**config.mk**
```make
export PLATFORM = sky130hd
export DESIGN_NAME = lsr_window_sched
export DESIGN_NICKNAME = d
export VERILOG_FILES = /design/src/rtl/lsr_window_sched.sv
export SDC_FILE = /design/constraint.sdc
export NUM_CORES = 1
export LEC_CHECK = 0
export CORE_UTILIZATION = 45
export DETAILED_ROUTE_END_ITERATION = 7
export GPL_TIMING_DRIVEN = 0
export PLACE_DENSITY = 0.63
export SETUP_SLACK_MARGIN = 0.15
export SYNTH_ARGS = -nofsm -noshare
export SYNTH_HDL_FRONTEND = slang
export SYNTH_SLANG_ARGS = --single-unit
```
**constraint.sdc**
```tcl
create_clock -name clk -period 7.4 [get_ports clk]
set_input_delay 1.48 -clock clk [delete_from_list [all_inputs] [get_ports clk]]
set_output_delay 1.48 -clock clk [all_outputs]
set_load 0.01 [all_outputs]
```
**src/rtl/lsr_window_sched.sv**
```systemverilog
// Sliding-window scheduler for the least-squares fit engine: circular sample buffer,
// fit launch/handshake sequencing and result capture. Optional fit watchdog: LSR_SCHED_WDOG_EN.
module lsr_window_sched #(
    parameter int DATA_SIZE = 50,
    parameter int TIMEOUT   = 65535,
    parameter int IW        = $clog2(DATA_SIZE)
) (
    input  logic          clk,
    input  logic          rst_n,
    input  logic          s_valid,
    output logic          s_ready,
    input  logic [15:0]   s_data,
    input  logic [15:0]   shift,
    output logic          fit_start,
    input  logic          fit_done,
    input  logic [15:0]   fit_val,
    input  logic [IW-1:0] rd_idx,
    output logic [15:0]   rd_data,
    output logic          res_valid,
    output logic [15:0]   res_val,
    output logic [15:0]   fit_count,
    output logic          err_timeout
);

    localparam logic [1:0] ST_FILL    = 2'd0;
    localparam logic [1:0] ST_COLLECT = 2'd1;
    localparam logic [1:0] ST_LAUNCH  = 2'd2;
    localparam logic [1:0] ST_WAIT    = 2'd3;

    localparam logic [15:0]   DS_16     = 16'(DATA_SIZE);
    localparam logic [IW:0]   DS_W      = (IW + 1)'(DATA_SIZE);
    localparam logic [IW:0]   FILL_LAST = (IW + 1)'(DATA_SIZE - 1);
    localparam logic [IW-1:0] LAST_PTR  = IW'(DATA_SIZE - 1);
    localparam logic [15:0]   TO_LAST   = 16'(TIMEOUT - 1);

`ifdef LSR_SCHED_WDOG_EN
    localparam logic WDOG_EN = 1'b1;
`else
    localparam logic WDOG_EN = 1'b0;
`endif

    logic [1:0]    state_r;
    logic [1:0]    state_nx_s;
    logic [15:0]   mem_r [DATA_SIZE];
    logic [IW-1:0] wr_ptr_r;
    logic [IW:0]   fill_cnt_r;
    logic [15:0]   new_cnt_r;
    logic [15:0]   shift_l_r;
    logic [15:0]   shift_clamp_s;
    logic [15:0]   wdog_r;
    logic          fit_start_r;
    logic          res_valid_r;
    logic [15:0]   res_val_r;
    logic [15:0]   fit_count_r;
    logic          err_timeout_r;
    logic [15:0]   rd_data_r;
    logic [IW:0]   rd_sum_s;
    logic [IW-1:0] rd_phys_s;
    logic          rd_oob_s;
    logic          s_ready_s;
    logic          accept_s;
    logic          done_s;
    logic          timeout_s;
    logic          enter_collect_s;

    // Handshake qualifiers; ready is gated by rst_n so it drops the instant reset asserts
    always_comb begin
        s_ready_s       = rst_n && ((state_r == ST_FILL) || (state_r == ST_COLLECT));
        accept_s        = s_valid && s_ready_s;
        done_s          = (state_r == ST_WAIT) && fit_done;
        timeout_s       = WDOG_EN && (state_r == ST_WAIT) && !fit_done && (wdog_r == TO_LAST);
        enter_collect_s = done_s || timeout_s;
    end

    // Clamp requested shift into 1..DATA_SIZE, zero treated as one
    always_comb begin
        shift_clamp_s = shift;
        if (shift == 16'd0) begin
            shift_clamp_s = 16'd1;
        end else if (shift > DS_16) begin
            shift_clamp_s = DS_16;
        end else begin
            shift_clamp_s = shift;
        end
    end

    // Next-state decode
    always_comb begin
        state_nx_s = state_r;
        case (state_r)
            ST_FILL: begin
                if (accept_s && (fill_cnt_r == FILL_LAST)) begin
                    state_nx_s = ST_LAUNCH;
                end else begin
                    state_nx_s = ST_FILL;
                end
            end
            ST_COLLECT: begin
                if (accept_s && ((new_cnt_r + 16'd1) == shift_l_r)) begin
                    state_nx_s = ST_LAUNCH;
                end else begin
                    state_nx_s = ST_COLLECT;
                end
            end
            ST_LAUNCH: state_nx_s = ST_WAIT;
            ST_WAIT: begin
                if (enter_collect_s) begin
                    state_nx_s = ST_COLLECT;
                end else begin
                    state_nx_s = ST_WAIT;
                end
            end
            default: state_nx_s = ST_FILL;
        endcase
    end

    // State register and launch pulse
    always_ff @(posedge clk or negedge rst_n) begin
        if (!rst_n) begin
            state_r     <= ST_FILL;
            fit_start_r <= 1'b0;
        end else begin
            state_r     <= state_nx_s;
            fit_start_r <= (state_nx_s == ST_LAUNCH);
        end
    end

    // Fill and per-fit sample counters; shift is sampled only when COLLECT is entered
    always_ff @(posedge clk or negedge rst_n) begin
        if (!rst_n) begin
            fill_cnt_r <= {(IW + 1){1'b0}};
            new_cnt_r  <= 16'd0;
            shift_l_r  <= 16'd1;
        end else begin
            if (accept_s && (state_r == ST_FILL)) begin
                fill_cnt_r <= fill_cnt_r + (IW + 1)'(1);
            end
            if (enter_collect_s) begin
                shift_l_r <= shift_clamp_s;
                new_cnt_r <= 16'd0;
            end else if (accept_s && (state_r == ST_COLLECT)) begin
                new_cnt_r <= new_cnt_r + 16'd1;
            end
        end
    end

    // Watchdog counter, restarted while launching so WAIT begins at zero
    always_ff @(posedge clk or negedge rst_n) begin
        if (!rst_n) begin
            wdog_r <= 16'd0;
        end else if (state_r == ST_LAUNCH) begin
            wdog_r <= 16'd0;
        end else if (state_r == ST_WAIT) begin
            wdog_r <= wdog_r + 16'd1;
        end
    end

    // Result capture, fit counter and sticky timeout flag
    always_ff @(posedge clk or negedge rst_n) begin
        if (!rst_n) begin
            res_valid_r   <= 1'b0;
            res_val_r     <= 16'd0;
            fit_count_r   <= 16'd0;
            err_timeout_r <= 1'b0;
        end else begin
            res_valid_r <= done_s;
            if (done_s) begin
                res_val_r   <= fit_val;
                fit_count_r <= fit_count_r + 16'd1;
            end
            if (timeout_s) begin
                err_timeout_r <= 1'b1;
            end
        end
    end

    // Circular sample buffer, cleared on reset
    always_ff @(posedge clk or negedge rst_n) begin
        if (!rst_n) begin
            for (int i = 0; i < DATA_SIZE; i++) begin
                mem_r[i] <= 16'd0;
            end
            wr_ptr_r <= {IW{1'b0}};
        end else if (accept_s) begin
            mem_r[wr_ptr_r] <= s_data;
            wr_ptr_r        <= (wr_ptr_r == LAST_PTR) ? {IW{1'b0}} : wr_ptr_r + IW'(1);
        end
    end

    // Oldest-first mapping: wr_ptr points at the oldest entry once the window is full
    always_comb begin
        rd_sum_s  = {1'b0, wr_ptr_r} + {1'b0, rd_idx};
        rd_oob_s  = ({1'b0, rd_idx} >= DS_W);
        rd_phys_s = rd_sum_s[IW-1:0];
        if (rd_sum_s >= DS_W) begin
            rd_phys_s = IW'(rd_sum_s - DS_W);
        end else begin
            rd_phys_s = rd_sum_s[IW-1:0];
        end
    end

    // Registered read port
    always_ff @(posedge clk or negedge rst_n) begin
        if (!rst_n) begin
            rd_data_r <= 16'd0;
        end else if (rd_oob_s) begin
            rd_data_r <= 16'd0;
        end else begin
            rd_data_r <= mem_r[rd_phys_s];
        end
    end

    assign s_ready     = s_ready_s;
    assign fit_start   = fit_start_r;
    assign rd_data     = rd_data_r;
    assign res_valid   = res_valid_r;
    assign res_val     = res_val_r;
    assign fit_count   = fit_count_r;
    assign err_timeout = err_timeout_r;

endmodule

```
==> summary.md, run 1 <==
| Metric | Value |
|---|---|
| Max-cap viol count | 0 |
| Share of layout cells above drive strength 1 | 36.55% |
| Final hold viol count | 0 |
| Die W | 305.7 um |
| Site Rows | 111 |
| Setup violators final | 0 |
| Fin area | 47530 sq um |
| Setup Skew | 22.09 ps |
| TritonCTS buffer count | 98 |
| Register area share after synthesis | 54.09% |
| Most frequent cells in the layout | dfrtp_1, mux2_2, clkbuf_1 |
| Routed wire length | 118800 um |
| Clk Latency, worst-skew pair | 690 ps |
| CTS-repair resized insts | 0 |
| Layout area overhead | 14.54% |
| RSZ-0062 raised after global routing | no |
| Die area | 93440 sq um |
| Placed Area | 44110 sq um |
| Fill count | 7572 |
| WL/cell | 26.79 um |
| Startpoint types | input port |
| CTS Root Cell | clkbuf_16 |
| Core box area | 91520 sq um |
| CTS tree | yes |
| Placer's final routability congestion estimate | 0.9194 |
| Gate Count Post-Synth | 2965 |
| Number of enable flip-flop cells after synthesis | 0 |
| WP buf/inv | 6 |
| Initial Util | 45.34% |
| Worst path cell trace | clkdlybuf4s50_1 -> ha_1 -> inv_1 -> fa_1 -> xnor2_1 -> clkinv_1 -> ha_1 -> inv_1 -> a211o_1 -> a311oi_2 -> a21oi_1 -> buf_2 -> clkbuf_1 -> mux2i_1 -> a32oi_1 -> o311a_1 |
| Crit. End Element | flop |
| Ports | 110 |
| Final Cycle Share | 91.42% |
| Remaining Overflow, GRT | 0 |
| Main synth FF type | dfrtp_1 |
| Area of the multi-input gates | 17950 sq um |
| Post-route DRC | 0 |
| Synth area leader | dfrtp_1 |
| Vias per cell | 5.955 |
| Pwr Total | 19.58 mW |
| Register bit total from synthesis | 897 |
| GRT Total Usage | 25.89% |
| Sum Neg Setup Slack | 0 ps |
| Mapped Nets | 3037 |
| Family with the most delay on the worst path | buffers and inverters |
| Ys async rst share | 100.0% |
| Synth cell types | 81 |
| Slowest stage delay, CP | 770 ps |
| Max FO, Critical Path | 10 |
| CP Data Arrival Time | 7350 ps |
| Largest net degree at the start of global routing | 130 |
| Crit path required time | 7990 ps |
| Netlist Area Pre-Place | 41500 sq um |
| Worst min path class | flop to flop |
| Pwr Density | 411.9 nW/um^2 |
| Fin crit period | 6765 ps |
| Slew HR | 2.650% |
| Synth warnings | 0 |
| Max Freq | 147.8 MHz |
| Commonest non-fill, non-tap cell in the layout | dfrtp_1 |
| Critical path's slowest cell | clkbuf_1 |
| Worst IR Drop VDD | 0.0003294 V |
| First-pass detailed-route iteration total | 5 |
| Slew Limit Fails | 0 |
| Synth top area cells | dfrtp_1, mux2_2, mux4_2 |
| Run status | completed |
| Leak | 22.22 nW |
| CTS sink count | 897 |
| Yosys top cell area share | 54.03% |
| # Post-CTS Setup Buffers | 0 |
| Reg area | 22450 sq um |
| Vias in the first global route | 28350 |
| DR iter-0 viols | 2006 |
| Vias | 26420 |
| IO buf count | 92 |
| Layout net count | 3239 |
| H-Tree Depth | 3 |
| Syn Area/Cell | 14.00 sq um |
| Initial antenna violation count | 1 |
| Clk slew on worst S/H paths | 60 ps |
| Antenna Cells | 0 |
| Final antenna-violating net count | 0 |
| Core Util, Final | 51.94% |
| Kind of critical path | input port to flop |
| First-pass GRT wire length | 181300 um |
| CTS Buffer Depth | 3 |
| Die height | 305.7 um |
| Worst Tran Pin Value | 1455 ps |
| HPWL after DPL | 86650 um |
| Hold-fix buffers, CTS | 0 |
-- stage by stage --
| stage | worst slack, ps | hold WS, ps | std cells |
|---|---|---|---|
| 3_5_place_dp | 13.00 | 462.4 | 4251 |
| 2_1_floorplan | 2505 | 434.5 | 2965 |
| 5_1_grt | 465.0 | 487.1 | 4436 |
| 3_3_place_gp | -33450 | 453.7 | 4243 |
| 4_1_cts | 699.3 | 476.7 | 4434 |
| 6_report | 635.0 | 472.3 | 4436 |
-- cell usage after synthesis, types with 5 or more instances --
cell type / instances
nor3_1: 9
nor2_1: 97
a31oi_1: 6
mux2i_1: 107
a21oi_1: 26
dfrtp_1: 896
mux2_2: 806
clkbuf_1: 190
buf_2: 25
a221o_1: 14
xor2_1: 10
nand2_1: 203
a311oi_1: 7
o21ai_0: 36
and3_1: 11
buf_4: 12
mux4_2: 150
or4_1: 5
and2_1: 22
inv_1: 17
ha_1: 13
a211oi_1: 15
o22ai_1: 45
buf_1: 7
o31ai_1: 7
or3_1: 6
a32oi_1: 14
xnor2_1: 39
nand3_1: 27
a22o_1: 16
o311a_1: 15
nor4_1: 10
nand4_1: 15
-- final timing paths --
path                                    startpoint                 endpoint  slack, ps  cells past startpoint
max                                      rd_idx[0]     rd_data[7]$_DFF_PN0_        630                     16
min                        res_val[11]$_DFFE_PN0P_  res_val[11]$_DFFE_PN0P_        470                      2
max reg2reg                wr_ptr_r[1]$_DFFE_PN0P_     rd_data[7]$_DFF_PN0_       1390                     15
min reg2reg                res_val[11]$_DFFE_PN0P_  res_val[11]$_DFFE_PN0P_        470                      2
max in group asynchronous                    rst_n   mem_r[172]$_DFFE_PN0P_       4090                      5
min in group asynchronous                    rst_n   mem_r[481]$_DFFE_PN0P_        820                      1
-- kinds of logic after synthesis --
logic type      Yosys count  synth area share [%]
fa+ha+maj                14                0.4402
compound gates          251                 4.480
xor+xnor                 50                 1.073
simple gates            429                 4.640
other cells               1              0.009036
mux                    1063                 32.59
flops                   897                 54.09
buf+inv                 260                 2.674
-- worst min-delay path, delay by kind of cell (launching register included) --
family / cells / cell delay [ps]
simple gates: 2 / 100
flops: 1 / 340
-- per-layer routing --
metal	routed length [um]	vias up	global-route usage, %	part of all wire [%]
li1	-	11300	-	-
met1	51800	14130	35.31	44
met2	56190	764	41.51	47
met4	4731	0	9.746	4.0
met5	0	-	0	0
met3	6095	225	4.423	5.1
-- registers in the layout (all words and copies together), names as in the netlist, 2 cells and up --
| name | count |
|---|---|
| res_val | 16 |
| fit_count | 16 |
| state_r | 2 |
| fill_cnt_r | 7 |
| rd_data | 16 |
| shift_l_r | 16 |
| wr_ptr_r | 6 |
| new_cnt_r | 16 |
| mem_r | 800 |
-- final cells by class --
type | instances | area share [%]
sequential | 897 | 47.23
clock buffer | 149 | 6.202
tap | 1186 | 3.122
buffer | 240 | 2.185
multi-input combinational | 1808 | 37.76
timing repair buffer | 102 | 2.406
clock inverter | 34 | 0.9424
inverter | 20 | 0.1579
-- power breakdown --
part	total (mW)	leakage, nW	internal (mW)	switching [mW]
Combinational	8.23	8.35	3.20	5.02
Sequential	6.24	12.2	5.77	0.465
Clock	5.12	1.66	3.07	2.05
Total	19.6	22.2	12.0	7.54
Note: power is estimated with default switching activity, not from simulation.
==> run 2: changes to the inputs <==
--- a/config.mk
+++ b/config.mk
@@ -5,10 +5,11 @@
 export SDC_FILE = /design/constraint.sdc
 export NUM_CORES = 1
 export LEC_CHECK = 0
-export CORE_UTILIZATION = 45
+export CAP_MARGIN = 10
+export CORE_UTILIZATION = 53
 export DETAILED_ROUTE_END_ITERATION = 7
 export GPL_TIMING_DRIVEN = 0
-export PLACE_DENSITY = 0.63
+export PLACE_DENSITY = 0.72
 export SETUP_SLACK_MARGIN = 0.15
 export SYNTH_ARGS = -nofsm -noshare
 export SYNTH_HDL_FRONTEND = slang
==> run 2 against run 1 <==
Effect of this change: utilization increased by 8.9 points; clock power shrank 6.8%; sequential share of layout area is 0.39 points higher; global-route usage increased by 3.9 points; non-clock buffer count rose by 4; first-iteration DRC count grew 2.9%; setup slack worse by 140 ps; hold slack gained 7.0 ps; die area down 15%; final area shrank 0.83%; critical endpoint is now rd_data[8]$_DFF_PN0_.
==> summary.md, run 2 (same netlist as run 1, synthesis figures left out) <==
| Metric | Value |
|---|---|
| CTS-repair resized insts | 0 (unchanged) |
| Clk slew on worst S/H paths | 60 ps (about the same) |
| Hold_sp | res_val[13]$_DFFE_PN0P_ |
| DR iter-0 viols | 2065 (+2.9%) |
| # Post-CTS Setup Buffers | 0 (unchanged) |
| Initial antenna violation count | 3 (+2) |
| Vias | 26750 (+1.2%) |
| WL/cell | 26.96 um (+0.63%) |
| Slew Limit Fails | 0 (unchanged) |
| Run status | completed |
| Share of layout cells above drive strength 1 | 36.24% (-0.32 points) |
| CTS sink count | 897 (unchanged) |
| Setup Skew | 15.44 ps (-6.653 ps) |
| HPWL after DPL | 84540 um (-2.4%) |
| Biggest register | mem_r |
| Post-route worst setup slack | 497.2 ps (-137.7 ps) |
| Post-route DRC | 0 (unchanged) |
| Worst Tran Pin Value | 1249 ps (-205.5 ps) |
| Vias per cell | 6.253 (+5.0%) |
| Slowest stage delay, CP | 760 ps (about the same) |
| Worst IR Drop VDD | 0.0003139 V (-4.7%) |
| H-Tree Depth | 3 (unchanged) |
| Layout net count | 3237 (-0.062%) |
| GRT Total Usage | 29.81% (+3.9 points) |
| Critical path's slowest cell | clkbuf_1 |
| Initial Util | 53.57% (+8.2 points) |
| Placed Area | 43990 sq um (-0.27%) |
| Final hold viol count | 0 (unchanged) |
| Max FO, Critical Path | 10 (unchanged) |
| Die height | 281.8 um (-7.8%) |
| Remaining Overflow, GRT | 0 (unchanged) |
| Slew HR | 16.40% (+14 points) |
| Fin crit period | 6903 ps (+137.7 ps) |
| Hold endpoint | res_val[13]$_DFFE_PN0P_ |
| Worst min path class | flop to flop |
| R2r setup slk | 1270 ps (-120 ps) |
| Leak | 22.13 nW (-0.43%) |
| Reg2Reg Depth | 15 (unchanged) |
| Max Freq | 144.9 MHz (-2.0%) |
| Ports | 110 (unchanged) |
| First-pass GRT wire length | 176500 um (-2.6%) |
| Kind of critical path | input port to flop |
| Placer's final routability congestion estimate | 0.9574 (+4.1%) |
| Core Util, Final | 60.85% (+8.9 points) |
| IO buf count | 92 (unchanged) |
| Worst hold stages | 2 (unchanged) |
| Vias in the first global route | 28970 (+2.2%) |
| Crit. End Element | flop |
| Fin area | 47140 sq um (-0.83%) |
| Commonest non-fill, non-tap cell in the layout | dfrtp_1 |
| Die area | 79430 sq um (-15%) |
| Setup violators final | 0 (unchanged) |
| Final Cycle Share | 93.28% (+1.9 points) |
| TritonCTS buffer count | 92 (-6.1%) |
| Reg-to-reg endpoint | rd_data[8]$_DFF_PN0_ |
| Routed wire length | 115300 um (-3.0%) |
| Pwr Density | 406.3 nW/um^2 (-1.4%) |
| Hold-fix buffers, CTS | 0 (unchanged) |
| CP Data Arrival Time | 7470 ps (+120 ps) |
| Max-cap viol count | 0 (unchanged) |
| Die W | 281.8 um (-7.8%) |
| Worst path cell trace | clkdlybuf4s50_1 -> ha_1 -> inv_1 -> fa_1 -> xnor2_1 -> clkinv_1 -> ha_1 -> inv_1 -> a211o_1 -> a311oi_2 -> a21oi_1 -> buf_2 -> clkbuf_1 -> mux2i_1 -> a32oi_1 -> o311a_1 |
| RSZ-0062 raised after global routing | no |
| Crit path required time | 7970 ps (-20 ps) |
| Largest net degree at the start of global routing | 131 (+0.77%) |
| Layout area overhead | 13.59% |
| Most frequent cells in the layout | dfrtp_1, mux2_2, clkbuf_1 |
| CTS Buffer Depth | 3 (unchanged) |
| CTS Root Cell | clkbuf_16 |
| Worst R2R Start | wr_ptr_r[1]$_DFFE_PN0P_ |
| First-pass detailed-route iteration total | 5 (unchanged) |
| DP Worst Slack | 62.92 ps (+49.92 ps) |
| Final antenna-violating net count | 0 (unchanged) |
| Clk Latency, worst-skew pair | 650 ps (-40 ps) |
| Core box area | 77470 sq um (-15%) |
| CTS tree | yes |
| Site Rows | 102 (-8.1%) |
| Sum Neg Setup Slack | 0 ps (unchanged) |
| Antenna Cells | 0 (unchanged) |
| Number of flip-flops in the largest register | 800 (unchanged) |
| Startpoint types | input port |
[run 2: cell count changes in the layout (fill, tap and decap cells not counted), sizes merged]
cell / change
buf: +4
bufinv: -3
clkbuf: -5
clkinv: -1
clkinvlp: -6
inv: -2
[run 2: layout make-up]
type	instances	area (sq um)
Tap cell	1040	1301
Clock inverter	22	294.0
Fill cell	5935	30330
Multi-Input combinational cell	1808	17950
Buffer	240	1035
Timing Repair Buffer	106	1216
Inverter	20	75.07
Clock buffer	144	2821
Sequential cell	897	22450
[run 2: worst max path at each step]
stage / start / end / slack, ps / cells past startpoint
2_1_floorplan: rd_idx[0] / rd_data[4]$_DFF_PN0_ / 2510 / 17
3_3_place_gp: rst_n / new_cnt_r[15]$_DFFE_PN0P_ / -33060 / 1
3_5_place_dp: rd_idx[0] / rd_data[12]$_DFF_PN0_ / 60 / 16
4_1_cts: rd_idx[0] / rd_data[7]$_DFF_PN0_ / 710 / 16
5_1_grt: rd_idx[0] / rd_data[7]$_DFF_PN0_ / 380 / 16
6_report: rd_idx[0] / rd_data[8]$_DFF_PN0_ / 500 / 16
[run 2: where the power goes]
| part | leakage, nW | internal [mW] | total [mW] | switching (mW) |
|---|---|---|---|---|
| combinational | 8.38 | 3.22 | 8.15 | 4.93 |
| clock | 1.54 | 2.82 | 4.77 | 1.95 |
| sequential | 12.2 | 5.77 | 6.24 | 0.465 |
[run 2: routing by layer]
metal	global-route usage [%]	up-vias	routed length, um
met3	4.740	265	7340
li1	-	11300	-
met1	40.21	14200	48080
met5	0	-	0
met2	47.50	978	54500
met4	14.03	0	5366
[run 2: per-stage QoR]
step / total power, mW / hold WS (ps) / cells
after floorplan: 11.19 / 434.5 / 2965
after global placement: 14.09 / 449.6 / 4097
after detailed placement: 14.26 / 466.0 / 4109
after CTS: 19.05 / 484.6 / 4275
after global routing: 19.83 / 501.0 / 4277
final: 19.15 / 479.4 / 4277
[run 2: critical path, delay by kind of cell]
kind            cells  cell delay, ps
fa+ha+maj           3            1020
xor+xnor            1             430
buf+inv             6            2320
mux                 1             270
compound gates      5            1930
==> run 3: changes to the inputs <==
--- a/config.mk
+++ b/config.mk
@@ -10,7 +10,9 @@
 export DETAILED_ROUTE_END_ITERATION = 7
 export GPL_TIMING_DRIVEN = 0
 export PLACE_DENSITY = 0.72
+export RECOVER_POWER = 100
 export SETUP_SLACK_MARGIN = 0.15
+export SKIP_CTS_REPAIR_TIMING = 1
 export SYNTH_ARGS = -nofsm -noshare
 export SYNTH_HDL_FRONTEND = slang
 export SYNTH_SLANG_ARGS = --single-unit
==> run 3 against run 2 <==
Effect of this change: the flow now finishes with violations (capacitance limit, slew limit); register-to-register slack about the same; utilization is 0.10 points lower; hold slack got worse by 5.7 ps; flip-flop and latch count did not move; critical path depth unchanged; first-iteration DRC count grew 2.0%; combinational power down 0.6%; die area unchanged; count of clock-buffer cells in the layout is the same; power down 0.24%; setup slack worse by 110 ps; highest routed layer unchanged.
==> summary.md, run 3 (same netlist as run 1, synthesis figures left out) <==
| Metric | Value |
|---|---|
| Run status | complete, but fails checks |
| Failing checks | capacitance limit, slew limit |
| Final antenna-violating net count | 0 (unchanged) |
| Final hold viol count | 0 (unchanged) |
| Crit path required time | 7970 ps (about the same) |
| Clk slew on worst S/H paths | 60 ps (about the same) |
| DP Worst Slack | 62.92 ps (unchanged) |
| Die W | 281.8 um (unchanged) |
| Setup violators final | 0 (unchanged) |
| Worst IR Drop VDD | 0.0003137 V (about the same) |
| IO buf count | 92 (unchanged) |
| Post-route worst setup slack | 390.2 ps (-107.0 ps) |
| Final Cycle Share | 94.73% (+1.4 points) |
| Non-Filler Instances | 4277 (unchanged) |
| TritonCTS buffer count | 92 (unchanged) |
| First-pass GRT wire length | 176500 um (unchanged) |
| Commonest non-fill, non-tap cell in the layout | dfrtp_1 |
| Placed Cells | 4109 (unchanged) |
| Pwr Density | 406.0 nW/um^2 (about the same) |
| Vias | 26760 (+0.060%) |
| Ports | 110 (unchanged) |
| Fill count | 5943 (+0.13%) |
| WL/cell | 26.95 um (about the same) |
| Placer's final routability congestion estimate | 0.9574 (unchanged) |
| Initial Util | 53.57% (unchanged) |
| CTS sink count | 897 (unchanged) |
| CTS Root Cell | clkbuf_16 |
| Post-route DRC | 0 (unchanged) |
| DR iter-0 viols | 2106 (+2.0%) |
| Remaining Overflow, GRT | 0 (unchanged) |
| First-pass detailed-route iteration total | 7 (+2) |
| GRT Total Usage | 29.81% (unchanged) |
| Kind of critical path | input port to flop |
| CTS tree | yes |
| Max FO, Critical Path | 10 (unchanged) |
| Slew HR | -117.0% (-130 points) |
| Biggest register | mem_r |
| Clk Latency, worst-skew pair | 650 ps (about the same) |
| Antenna Cells | 0 (unchanged) |
| Max-cap viol count | 4 (+4) |
| Fin crit period | 7010 ps (+107.0 ps) |
| Worst Tran Pin Value | 3255 ps (+2006 ps) |
| RSZ-0062 raised after global routing | no |
| Die area | 79430 sq um (unchanged) |
| CP Data Arrival Time | 7580 ps (+110 ps) |
| Vias per cell | 6.257 (about the same) |
| Startpoint types | input port |
| Vias in the first global route | 28970 (unchanged) |
| Site Rows | 102 (unchanged) |
| Core box area | 77470 sq um (unchanged) |
| CTS Buffer Depth | 3 (unchanged) |
| Share of layout cells above drive strength 1 | 36.05% (-0.19 points) |
| Slew Limit Fails | 388 (+388) |
| Max Freq | 142.7 MHz (-1.5%) |
| Layout net count | 3237 (unchanged) |
| Worst min path class | flop to flop |
| Layout area overhead | 13.40% |
| Setup Skew | 18.62 ps (+3.176 ps) |
| Sum Neg Setup Slack | 0 ps (unchanged) |
| Core Util, Final | 60.75% (-0.10 points) |
| Pwr Total | 19.10 mW (-0.24%) |
| Leak | 22.20 nW (+0.30%) |
| HPWL after DPL | 84540 um (unchanged) |
| Die height | 281.8 um (unchanged) |
| Initial antenna violation count | 3 (unchanged) |
| H-Tree Depth | 3 (unchanged) |
| Crit. End Element | flop |
| Most frequent cells in the layout | dfrtp_1, mux2_2, clkbuf_1 |
| Number of flip-flops in the largest register | 800 (unchanged) |
| Largest net degree at the start of global routing | 131 (unchanged) |
| Routed wire length | 115300 um (about the same) |
run 3: through the flow:
| stage | hold WS, ps | instance area [sq um] |
|---|---|---|
| after detailed placement | 466.0 | 43990 |
| after global routing | 498.1 | 47060 |
| after CTS | 484.6 | 47110 |
| final | 473.7 | 47060 |
| after floorplan | 434.5 | 41500 |
| after global placement | 449.6 | 43720 |
run 3: layout make-up:
type | count | area (sq um) | share of cell area (%)
Sequential cell | 897 | 22450 | 47.70
Multi-Input combinational cell | 1808 | 17940 | 38.11
Clock buffer | 144 | 2821 | 5.995
Tap cell | 1040 | 1301 | 2.765
Timing Repair Buffer | 106 | 1150 | 2.443
Buffer | 240 | 1035 | 2.199
Clock inverter | 22 | 294.0 | 0.6248
Inverter | 20 | 75.07 | 0.1595
run 3: final timing paths:
check	slack (ps)	endpoint	start	cells past startpoint
setup / recovery	390	rd_data[8]$_DFF_PN0_	rd_idx[0]	16
hold / removal	470	res_val[13]$_DFFE_PN0P_	res_val[13]$_DFFE_PN0P_	2
setup reg to reg	1270	rd_data[8]$_DFF_PN0_	wr_ptr_r[1]$_DFFE_PN0P_	15
hold reg to reg	470	res_val[13]$_DFFE_PN0P_	res_val[13]$_DFFE_PN0P_	2
max in group asynchronous	1710	mem_r[43]$_DFFE_PN0P_	rst_n	4
min in group asynchronous	700	mem_r[536]$_DFFE_PN0P_	rst_n	1
run 3: worst max-delay path, stage by stage:
cell and delay, ps:
dlygate4sd3_1 600, ha_1 230, inv_1 70, fa_1 400, xnor2_1 430, clkinv_1 450, ha_1 410, inv_1 120
a211o_1 250, a311oi_1 270, a21oi_1 640, buf_2 410, clkbuf_1 760, mux2i_1 280, a32oi_1 480, o311a_1 290
run 3: power breakdown:
part	internal [mW]	switching (mW)	total, mW
Clock	2.82	1.95	4.77
Sequential	5.77	0.461	6.23
Combinational	3.18	4.92	8.10
Total	11.8	7.33	19.1
run 3: metal layers:
layer  track usage, %  vias to the layer above  wire length [um]
met1            40.21                    14220             48070
met2            47.50                      984             54560
met3            4.740                      265              7276
met4            14.03                        0              5346
li1                 -                    11300                 -
met5                0                        -                 0
